--- src/rtl/multicycle_control.sv ---
// Main control FSM for the multi-cycle RV32IM core: one instruction at a time through fetch/decode/execute/memory/writeback.
// Optional build macro ILLEGAL_TRAP_EN adds illegal_instr and an absorbing TRAP state for unknown opcodes.
module multicycle_control (
  input  logic       clk,
  input  logic       rst_n,
  input  logic [6:0] op,
  input  logic [6:0] funct7,
  input  logic       mem_ready,
  input  logic       branch_taken,
  input  logic       md_done,
  output logic       pc_write,
  output logic       ir_write,
  output logic       adr_src,
  output logic       mem_write,
  output logic       reg_write,
  output logic [1:0] result_src,
  output logic [1:0] alu_src_a,
  output logic [1:0] alu_src_b,
  output logic [1:0] alu_op,
  output logic [2:0] imm_src,
  output logic       md_start
`ifdef ILLEGAL_TRAP_EN
  ,
  output logic       illegal_instr
`endif
);

  localparam logic [2:0] IMM_I = 3'd0;
  localparam logic [2:0] IMM_S = 3'd1;
  localparam logic [2:0] IMM_B = 3'd2;
  localparam logic [2:0] IMM_J = 3'd3;
  localparam logic [2:0] IMM_U = 3'd4;

  typedef enum logic [4:0] {
    FETCH, DECODE, MEMADR, MEMREAD, MEMWB, MEMWRITE, EXECR, EXECI, ALUWB,
    BRANCH, JAL, JALR, LINKWB, LUI, AUIPC, MDSTART, MDWAIT, MDWB, TRAP
  } state_t;

  state_t state, state_next;
  logic   pc_write_c, ir_write_c, mem_write_c, reg_write_c, md_start_c;

  always_ff @(posedge clk or negedge rst_n) begin
    if (!rst_n) state <= FETCH;
    else        state <= state_next;
  end

  // Memory handshake: a request is held stable until mem_ready is seen high; that cycle completes it.
  always_comb begin
    state_next  = state;
    pc_write_c  = 1'b0;
    ir_write_c  = 1'b0;
    mem_write_c = 1'b0;
    reg_write_c = 1'b0;
    md_start_c  = 1'b0;
    adr_src     = 1'b0;
    result_src  = 2'b00;
    alu_src_a   = 2'b00;
    alu_src_b   = 2'b00;
    alu_op      = 2'b00;
    imm_src     = IMM_I;
    case (state)
      FETCH: begin
        alu_src_b  = 2'b10;
        result_src = 2'b10;
        pc_write_c = mem_ready;
        ir_write_c = mem_ready;
        if (mem_ready) state_next = DECODE;
      end
      DECODE: begin
        alu_src_a = 2'b01;
        alu_src_b = 2'b01;
        imm_src   = (op == 7'b1101111) ? IMM_J : IMM_B;
        case (op)
          7'b0000011, 7'b0100011: state_next = MEMADR;
          7'b0110011: state_next = (funct7 == 7'b0000001) ? MDSTART : EXECR;
          7'b0010011: state_next = EXECI;
          7'b1100011: state_next = BRANCH;
          7'b1101111: state_next = JAL;
          7'b1100111: state_next = JALR;
          7'b0110111: state_next = LUI;
          7'b0010111: state_next = AUIPC;
`ifdef ILLEGAL_TRAP_EN
          default:    state_next = TRAP;
`else
          default:    state_next = FETCH;
`endif
        endcase
      end
      MEMADR: begin
        alu_src_a  = 2'b10;
        alu_src_b  = 2'b01;
        imm_src    = op[5] ? IMM_S : IMM_I;
        state_next = op[5] ? MEMWRITE : MEMREAD;
      end
      MEMREAD: begin
        adr_src = 1'b1;
        if (mem_ready) state_next = MEMWB;
      end
      MEMWB: begin
        result_src  = 2'b01;
        reg_write_c = 1'b1;
        state_next  = FETCH;
      end
      MEMWRITE: begin
        adr_src     = 1'b1;
        mem_write_c = 1'b1;
        if (mem_ready) state_next = FETCH;
      end
      EXECR: begin
        alu_src_a  = 2'b10;
        alu_op     = 2'b10;
        state_next = ALUWB;
      end
      EXECI: begin
        alu_src_a  = 2'b10;
        alu_src_b  = 2'b01;
        alu_op     = 2'b10;
        state_next = ALUWB;
      end
      ALUWB: begin
        reg_write_c = 1'b1;
        state_next  = FETCH;
      end
      BRANCH: begin
        alu_src_a  = 2'b10;
        alu_op     = 2'b01;
        pc_write_c = branch_taken;
        state_next = FETCH;
      end
      JAL: begin
        // ALUOut already holds old_pc + imm_J from DECODE.
        pc_write_c = 1'b1;
        state_next = LINKWB;
      end
      JALR: begin
        alu_src_a  = 2'b10;
        alu_src_b  = 2'b01;
        result_src = 2'b10;
        pc_write_c = 1'b1;
        state_next = LINKWB;
      end
      LINKWB: begin
        alu_src_a   = 2'b01;
        alu_src_b   = 2'b10;
        result_src  = 2'b10;
        reg_write_c = 1'b1;
        state_next  = FETCH;
      end
      LUI: begin
        alu_src_a  = 2'b11;
        alu_src_b  = 2'b01;
        imm_src    = IMM_U;
        state_next = ALUWB;
      end
      AUIPC: begin
        alu_src_a  = 2'b01;
        alu_src_b  = 2'b01;
        imm_src    = IMM_U;
        state_next = ALUWB;
      end
      MDSTART: begin
        md_start_c = 1'b1;
        state_next = MDWAIT;
      end
      MDWAIT: begin
        if (md_done) state_next = MDWB;
      end
      MDWB: begin
        result_src  = 2'b11;
        reg_write_c = 1'b1;
        state_next  = FETCH;
      end
      TRAP:    state_next = TRAP;
      default: state_next = FETCH;
    endcase
  end

  // Strobes are gated by rst_n so nothing fires while reset is held.
  assign pc_write  = pc_write_c  & rst_n;
  assign ir_write  = ir_write_c  & rst_n;
  assign mem_write = mem_write_c & rst_n;
  assign reg_write = reg_write_c & rst_n;
  assign md_start  = md_start_c  & rst_n;

`ifdef ILLEGAL_TRAP_EN
  assign illegal_instr = (state == TRAP) & rst_n;
`endif

endmodule

--- config.mk ---
export PLATFORM = sky130hd
export DESIGN_NAME = multicycle_control
export DESIGN_NICKNAME = d
export VERILOG_FILES = /design/src/rtl/multicycle_control.sv
export SDC_FILE = /design/constraint.sdc
export NUM_CORES = 1
export LEC_CHECK = 0
export ABC_AREA = 1
export BUFFER_PORTS_ARGS = -buffer_cell sky130_fd_sc_hd__buf_2
export CAP_MARGIN = 20
export CORE_MARGIN = 2
export CORE_UTILIZATION = 49
export CTS_CLUSTER_SIZE = 14
export DETAILED_ROUTE_END_ITERATION = 16
export GPL_TIMING_DRIVEN = 0
export PLACE_DENSITY_LB_ADDON = 0.1
export SYNTH_ARGS = -nofsm -noshare
export SYNTH_HDL_FRONTEND = slang
export SYNTH_SLANG_ARGS = --single-unit
--- constraint.sdc ---
create_clock -name clk -period 4.2 [get_ports clk]
set_clock_uncertainty 0.2 [all_clocks]
set_input_delay 0.42 -clock clk [delete_from_list [all_inputs] [get_ports clk]]
set_output_delay 0.42 -clock clk [all_outputs]
set_load 0.02 [all_outputs]
# Word level (Yosys, flattened, before mapping)
# Cells that the tools add are included.
[op_classes]
bitwise_logic = 5
eq_ne = 32
n_reduce_logical = 14
muxes = 21
[ops]
columns = ["operator", "n"]
rows = [
  ["5-bit case mux with 10 select lines", 1],
  ["5-bit by 4-bit equality test with 1-bit output, second input constant", 8],
  ["4-bit case mux with 8 select lines", 1],
  ["7-bit by 6-bit equality test with 1-bit output, second input constant", 3],
  ["7-bit equality test, second input constant", 3],
  ["5-bit by 3-bit equality test with 1-bit output, second input constant", 4],
  ["5-bit two-way mux", 4],
  ["5-bit equality test, second input constant", 3],
  ["7-bit by 5-bit equality test with 1-bit output, second input constant", 2],
  ["2-bit case mux with 3 select lines", 2],
  ["2-bit OR reduction", 6],
  ["5-bit by 2-bit equality test with 1-bit output, second input constant", 2],
  ["3-bit case mux with 3 select lines", 1],
  ["2-bit != test, second input constant", 4],
  ["2-bit case mux with 2 select lines", 2],
  ["4-bit OR reduction", 2],
  ["7-bit by 1-bit equality test with 1-bit output, second input constant", 1],
  ["7-bit by 2-bit equality test with 1-bit output, second input constant", 1],
  ["1-bit two-way mux", 7],
  ["3-bit OR reduction", 2],
  ["6-bit OR reduction", 1],
  ["1-bit AND", 5],
  ["5-bit by 1-bit equality test with 1-bit output, second input constant", 1],
  ["5-bit zero test", 1],
  ["5 further kinds", 5],
]
[totals]
out_inout_bits = 17
reg_bits = 5
wordCells = 73
in_bits = 19

# Depth between registers and ports, before layout
# Gate-level depths: netlist (run 1).
[logic_depth]
ltp_word = 4
ltp_mapped = 10
mapped_depth_nobuf = 10

# Worst setup path after synthesis (run 1)
# Ideal clock, no wire load.
[synth_path]
path_type = "reg-to-output"
start = "register state[3]"
end = "output port ir_write"
path_buffers = 0
required_time_ns = 3.580
arrival_ns = 1.306
slack_ns = 2.274
stages_incl_launch_ff = 6
path_cell_list = "dfrtp_1 -> inv_1 -> nand2_2 -> nor2_2 -> nand2_4 -> nor3_1"
[synth_between]
elab_chain_cells = 3
[synth_lines]
columns = ["element", "line", "rtl"]
rows = [
  ["start, declared", "39", "state_t state, state_next;"],
  ["start signal, assigned", "44", "else state <= state_next;"],
  ["5-bit zero test", "61", "case (state)"],
  ["1-bit two-way mux", "61", ""],
  ["1-bit AND", "180", "assign ir_write = ir_write_c & rst_n;"],
  ["end, declared", "12", "output logic ir_write,"],
]
# No other way between the ends.

# Worst setup path in the final report (run 1)
[layout_path]
start = "register state[3]"
end = "output port imm_src[0]"
[layout_between]
elab_chain_cells = 3
elab_cells_between_ends = 6
classes_between = "eq/ne: 4; mux: 1; reduce/logical: 1"
[layout_lines]
columns = ["element", "line", "rtl"]
rows = [
  ["5-bit by 4-bit equality test with 1-bit output", "61", ""],
  ["2-bit OR reduction (no source line)", "--", ""],
  ["3-bit case mux with 3 select lines *", "61", ""],
  ["end, declared", "20", "output logic [2:0] imm_src,"],
]
# Mark *: on every way between the ends. The rest lies on a longest branch, timed or not.

==> summary.txt, run 1 <==
Critical path
  • Delay-heaviest family, CP: simple AND/OR/NAND/NOR gates
  • Worst setup EP type: primary output
  • Startpoint Class: flip-flop
  • Slowest stage delay, CP: ~0.41 ns
  • CP arrival: ~1.7 ns
  • CP Class: flip-flop to primary output
  • CP cell instances: inv_1 -> nand2_2 -> nor2_1 -> nand2_1 -> o22ai_1 -> buf_2
  • Slowest-stage cell, CP: dfrtp_1
  • Buffers and inverters on the worst path: 2
  • Req. time, crit path: about 3.6 ns
  • Worst Path Max Fanout: 5

Global route
  • Largest net degree at the start of global routing: 11
  • Vias in the first global route: 910
  • GRT Overall Usage: a little under a quarter
  • Grt total ovfl: 0
  • Initial antenna violation count: 0
  • First-pass GRT wire length: approximately 3.5 mm

Yosys
  • Syn nets: 153
  • Dominant synthesized flop cell: dfrtp_1
  • Warnings, synthesis: 0
  • Mapped Avg Cell Area: around 5.7 um^2
  • Synth async-reset ratio: 100.0%
  • Mapped Cells: about 130
  • EDFF count, synth: 0
  • Post-synthesis sequential area ratio: approximately 16%
  • Distinct cells, synth: 26
  • Mapped Area: 767.0 um^2
  • Post-synthesis register bit count: 5

Layout
  • Biggest register: state
  • Largest registers: state (5)
  • Syn-to-layout area delta: 30.18%
  • Antenna cells: 0
  • Number of flip-flops in the largest register: 5
  • Filler cells: 153
  • Layout cell share with drive strength beyond 1: 34.48%
  • Final net count: around 190

Timing
  • Setup violators final: 0
  • RSZ-0062 raised after global routing: false
  • Setup_tns: 0 ns
  • Final period demand of the worst path: between 2 and 2.5 ns
  • Least-Margin Pin Slew: 0.3016 ns
  • Post-route clock period utilization: approximately 54%
  • Max-slew violation count: 0
  • Slew headroom: about four fifths
  • Final Hold Fails: 0
  • Fmax: ~440 MHz

Status
  • Status: complete, no violations

Detailed routing
  • ANT nets after route: 0
  • WL/cell: about 11 um
  • Drt initial violations: 24
  • DR DRC count: 0
  • Total Wirelength: around 2.0 mm
  • TritonRoute pass-1 iters: 4
  • Vias post-DR: around 1000
  • DR vias/cell: around 5.2

Floorplanning
  • Die W: roughly 44 um
  • Die area: roughly 1900 um^2
  • # IOs: 36
  • Initial core utilization: approximately 50%
  • Die height: 43.57 um
  • Core area: ~1500 um^2
  • Rows: 14

Job
  • Max cap viols: 0

Place
  • Hpwl dp: around 1.7 mm
  • Buffers on Ports: 35
  • Routability congestion estimate: about 0.92

Clock tree
  • Max Buffers Root-to-Sink: 2
  • Post-cts repair resize count: 0
  • Reg clk slew, reported paths: around 0.050 ns
  • H-tree levels: 1
  • Clock buffer count from CTS: 3
  • Post-CTS setup buffer count: 0
  • Root Buffer: clkbuf_4
  • TritonCTS clock tree: yes
  • Clock Sinks: 5
  • Worst-skew pair later-pin latency: 0.25 ns

Power and ir drop
  • Power Total: ~0.39 mW
  • LEAKAGE: 0.6312 nW
  • Max VDD drop: around 190 uV
  • P per Cell Area: ~390 nW/um^2

Min path
  • Min-delay worst type: flip-flop to flip-flop
-- report_power, final --
group	internal (mW)	total [mW]	switching (mW)
Sequential	0.0563	0.0659	0.00959
Combinational	0.0853	0.271	0.186
Clock	0.0360	0.0564	0.0204
Total	0.178	0.394	0.216
-- metrics by stage --
stage                     instances  hold WS [ns]  util (%)  setup WS [ns]  instance area (um^2)
after global placement          185       0.05395     64.62          2.207                 962.2
after floorplan                 134      -0.07559         -          2.274                 767.0
after global routing            190        0.3247     67.06          1.787                 998.5
after CTS                       190        0.3085     67.06          1.942                 998.5
after detailed placement        185       0.05922     64.62          2.166                 962.2
final                           190        0.3062     67.06          1.929                 998.5
-- cell usage after synthesis (2+ instances only) --
| cell type | n | area share (%) |
|---|---|---|
| o2111ai_1 | 2 | 2.3 |
| a21oi_2 | 2 | 2.3 |
| dfrtp_1 | 5 | 16 |
| inv_2 | 6 | 2.9 |
| nor2_2 | 2 | 1.6 |
| a21oi_1 | 4 | 2.6 |
| nand4_1 | 4 | 3.3 |
| nand2_1 | 35 | 17 |
| nand2_4 | 3 | 4.4 |
| nand3_1 | 10 | 6.5 |
| inv_1 | 19 | 9.3 |
| o21ai_0 | 8 | 5.2 |
| nor2_4 | 2 | 2.9 |
| nor2_1 | 18 | 8.8 |
| nor3_1 | 3 | 2.0 |
-- per-layer routing --
| metal | vias to the layer above | part of all wire (%) | track usage [%] |
|---|---|---|---|
| li1 | 515 | - | - |
| met4 | 0 | 0 | 4.242 |
| met5 | - | 0 | 0 |
| met2 | 48 | 52 | 44.12 |
| met3 | 0 | 6.5 | 2.500 |
| met1 | 434 | 42 | 28.32 |
-- cells in the final DEF (no fill, tap or decap) --
cell            n
a21oi_1         4
a21oi_2         2
a31oi_1         1
buf_2          35
buf_6           1
clkbuf_1        1
clkbuf_4        3
clkinv_4        1
dfrtp_1         5
dlygate4sd3_1   1
inv_1          19
inv_2           6
nand2_1        35
nand2_2         1
nand2_4         3
nand3_1        10
nand3_2         1
nand4_1         4
nor2_1         18
nor2_2          2
nor2_4          2
nor3_1          3
nor3_2          1
nor4_2          1
o2111ai_1       2
o21ai_0         8
o21ai_2         1
o21bai_1        1
o22ai_1         1
o31ai_1         1
-- worst paths after layout --
kind / from / to / slack [ns] / depth (start not counted)
max: state[3] / imm_src[0] / 1.93 / 6
min reg2reg: state[0] / state[4] / 0.31 / 1
max reg2reg: state[3] / state[2] / 2.65 / 8
min in group asynchronous: rst_n / state[0] / 0.34 / 2
min: state[0] / state[4] / 0.31 / 1
max in group asynchronous: rst_n / state[1] / 3.30 / 2
-- what timing repair did --
| item | 4_1_cts | 5_1_grt |
|---|---|---|
| endpoints found under the hold margin | 5 | 0 |
| endpoints found under the setup margin | 0 | 0 |
| hold buffers | 1 | 0 |
-- logic make-up (layout without fill, tap and decap cells) --
family                 Yosys count  in the layout  share of synthesized area (%)
flip-flops                       5              5                          16.31
AND/OR/NAND/NOR                 81             81                          51.71
AO/OA/AOI/OAI                   21             21                          17.13
buffers and inverters           27             67                          14.85
-- area by class of cell --
type                       instances  area [um^2]  area share, %
tap                               16        20.02          2.005
clock buffer                       4        26.28          2.632
timing repair buffer              36        185.2          18.55
inverter                          26        102.6          10.28
multi-input combinational        102        528.0          52.88
sequential                         5        125.1          12.53
buffer                             1        11.26          1.128
No activity file was read; power rests on OpenSTA's default activity.
==> run 2, diff against run 1 <==
- CORE_UTILIZATION: 49 -> 46
- clock period: 4.2 -> 2.2 ns (I/O delays scaled with it)
==> run 2 against run 1 <==
  * Routed wire length grew 3.8%
  * Power grew 90%
  * Combinational power grew 92%
  * Flip-flop and latch count is the same
  * Setup slack lost 1.8 ns
  * Sequential power grew 97%
  * Clock power grew 77%
  * Via count shrank 0.30%
  * Non-clock buffer count is the same
==> summary.txt, run 2 (synthesis gave the netlist of run 1 again) <==
Layout
  • Filler cells: 152
  • Most frequent cells in the layout: 35 x nand2_1, 35 x buf_2, 19 x inv_1
  • Multi-input logic area: 528.0 um^2
  • Antenna cells: 0
  • Biggest register: state
  • Final net count: just under 200
  • Finished Layout Cells: 190
  • Syn-to-layout area delta: 30.18%
  • Layout cell share with drive strength beyond 1: between 30% and 40%
  • FF+latch area: roughly 130 um^2
  • Largest registers: state (5)
  • Number of flip-flops in the largest register: 5

Timing
  • Post-route clock period utilization: approximately 94%
  • Slew headroom: approximately 77%
  • Fmax: approximately 480 MHz
  • Final period demand of the worst path: just over 2 ns
  • Final Hold Fails: 0
  • Max-slew violation count: 0
  • RSZ-0062 raised after global routing: false
  • Setup_tns: 0 ns
  • Setup violators final: 0
  • Least-Margin Pin Slew: between 0.3 and 0.4 ns

Floorplanning
  • Rows: 14
  • Core area: 1541 um^2
  • Die area: 2010 um^2
  • Die W: 44.84 um
  • Initial core utilization: approximately 50%
  • Die height: between 40 and 50 um
  • # IOs: 36

Place
  • Routability congestion estimate: between 0.9 and 1
  • Buffers on Ports: 35
  • Hpwl dp: approximately 1.8 mm
  • Placed cells: approximately 190

Clock tree
  • H-tree levels: 1
  • TritonCTS clock tree: yes
  • Reg clk slew, reported paths: around 0.04 ns
  • Root Buffer: clkbuf_4
  • Max Buffers Root-to-Sink: 2
  • Clock buffer count from CTS: 3
  • Post-cts repair resize count: 0
  • Clock Sinks: 5
  • Worst-skew pair later-pin latency: ~0.23 ns
  • Post-CTS setup buffer count: 0

Critical path
  • Worst setup EP type: primary output
  • Crit path top cell by count: nand2_1
  • CP cell instances: inv_2 -> nand2_1 -> nor2_1 -> nand2_1 -> o22ai_1 -> buf_2
  • Slowest stage delay, CP: 0.42 ns
  • CP arrival: between 1.5 and 2 ns
  • CP Class: flip-flop to primary output
  • Worst Path Max Fanout: 5
  • Req. time, crit path: ~1.8 ns
  • Startpoint Class: flip-flop
  • Worst R2R Setup Slack: 0.65 ns
  • Slowest-stage cell, CP: dfrtp_1

Status
  • Status: complete, no violations

Detailed routing
  • WL met2: slightly above 1 mm
  • DR vias/cell: around 5.2
  • ANT nets after route: 0
  • WL/cell: roughly 11 um
  • DR DRC count: 0
  • Drt initial violations: 31
  • TritonRoute pass-1 iters: 4
  • Met3 wire len: roughly 140 um
  • Total Wirelength: 2.119 mm
  • Metal-1 WL: 935 um
  • Uppermost layer routed: met4
  • Vias post-DR: 994

Power and ir drop
  • LEAKAGE: 0.6312 nW
  • Pint: 0.3386 mW
  • Clock group share of total power: between 10% and 20%
  • P_sw: between 0.4 and 0.5 mW
  • Combinational share of power: between 60 and 70%
  • Part of the power in registers: between 15 and 20%
  • Max VDD drop: 470.9 uV
  • P per Cell Area: 749.9 nW/um^2
  • Switching share of power: 54.77%

Global route
  • Largest net degree at the start of global routing: 11
  • Vias in the first global route: approximately 870
  • Grt total ovfl: 0
  • GRT Overall Usage: 23.23%
  • Initial antenna violation count: 0
  • First-pass GRT wire length: between 3 and 4 mm

Min path
  • Min-delay worst type: primary input to flip-flop

Job
  • Max cap viols: 0
[run 2: layout make-up]
| type | instances | area share, % |
|---|---|---|
| buffer | 1 | 1.128 |
| clock buffer | 4 | 2.632 |
| inverter | 26 | 10.28 |
| multi-input combinational | 102 | 52.88 |
| sequential | 5 | 12.53 |
| tap | 16 | 2.005 |
| timing repair buffer | 36 | 18.55 |
[run 2: what timing repair did]
item / 4_1_cts / 5_1_grt
hold endpoints to repair: 5 / 0
hold buffers: 1 / 0
setup endpoints to repair: 0 / 0
[run 2: final timing paths]
check | depth (start not counted) | start | to
min in group asynchronous | 2 | rst_n | state[2]
worst min register to register | 1 | state[0] | state[4]
worst max-delay path | 6 | state[0] | imm_src[0]
max in group asynchronous | 2 | rst_n | state[4]
worst max register to register | 6 | state[4] | state[0]
worst min-delay path | 4 | mem_ready | state[2]
[run 2: through the flow]
step	setup WS (ns)	total power [mW]	area, um^2	utilization (%)	hold WS, ns
after detailed placement	0.3962	0.6445	962.2	62.42	-0.1466
after CTS	0.1323	0.7528	998.5	64.77	0.1343
final	0.1339	0.7487	998.5	64.77	0.1611
after global routing	0.02712	0.8068	998.5	64.77	0.1924
after floorplan	0.4739	0.5013	767.0	-	-0.2756
after global placement	0.4089	0.6337	962.2	62.42	-0.1479
[run 2: critical path, delay by kind of cell (launching register included)]
| family | cells | cell delay (ns) |
|---|---|---|
| flip-flops | 1 | 0.42 |
| AO/OA/AOI/OAI | 1 | 0.16 |
| AND/OR/NAND/NOR | 3 | 0.49 |
| buffers and inverters | 2 | 0.35 |
[run 2: power groups by stage]
stage,Combinational (mW),Sequential [mW],Clock (mW)
3_5_place_dp,0.515,0.129,0
6_report,0.519,0.130,0.100
3_3_place_gp,0.506,0.128,0
4_1_cts,0.518,0.128,0.107
5_1_grt,0.570,0.130,0.107
2_1_floorplan,0.379,0.123,0
[run 2: per-layer routing]
layer,track usage (%),vias to the layer above
met5,0,-
met4,9.412,0
met3,1.200,4
met2,36.81,43
met1,33.17,433
li1,-,514
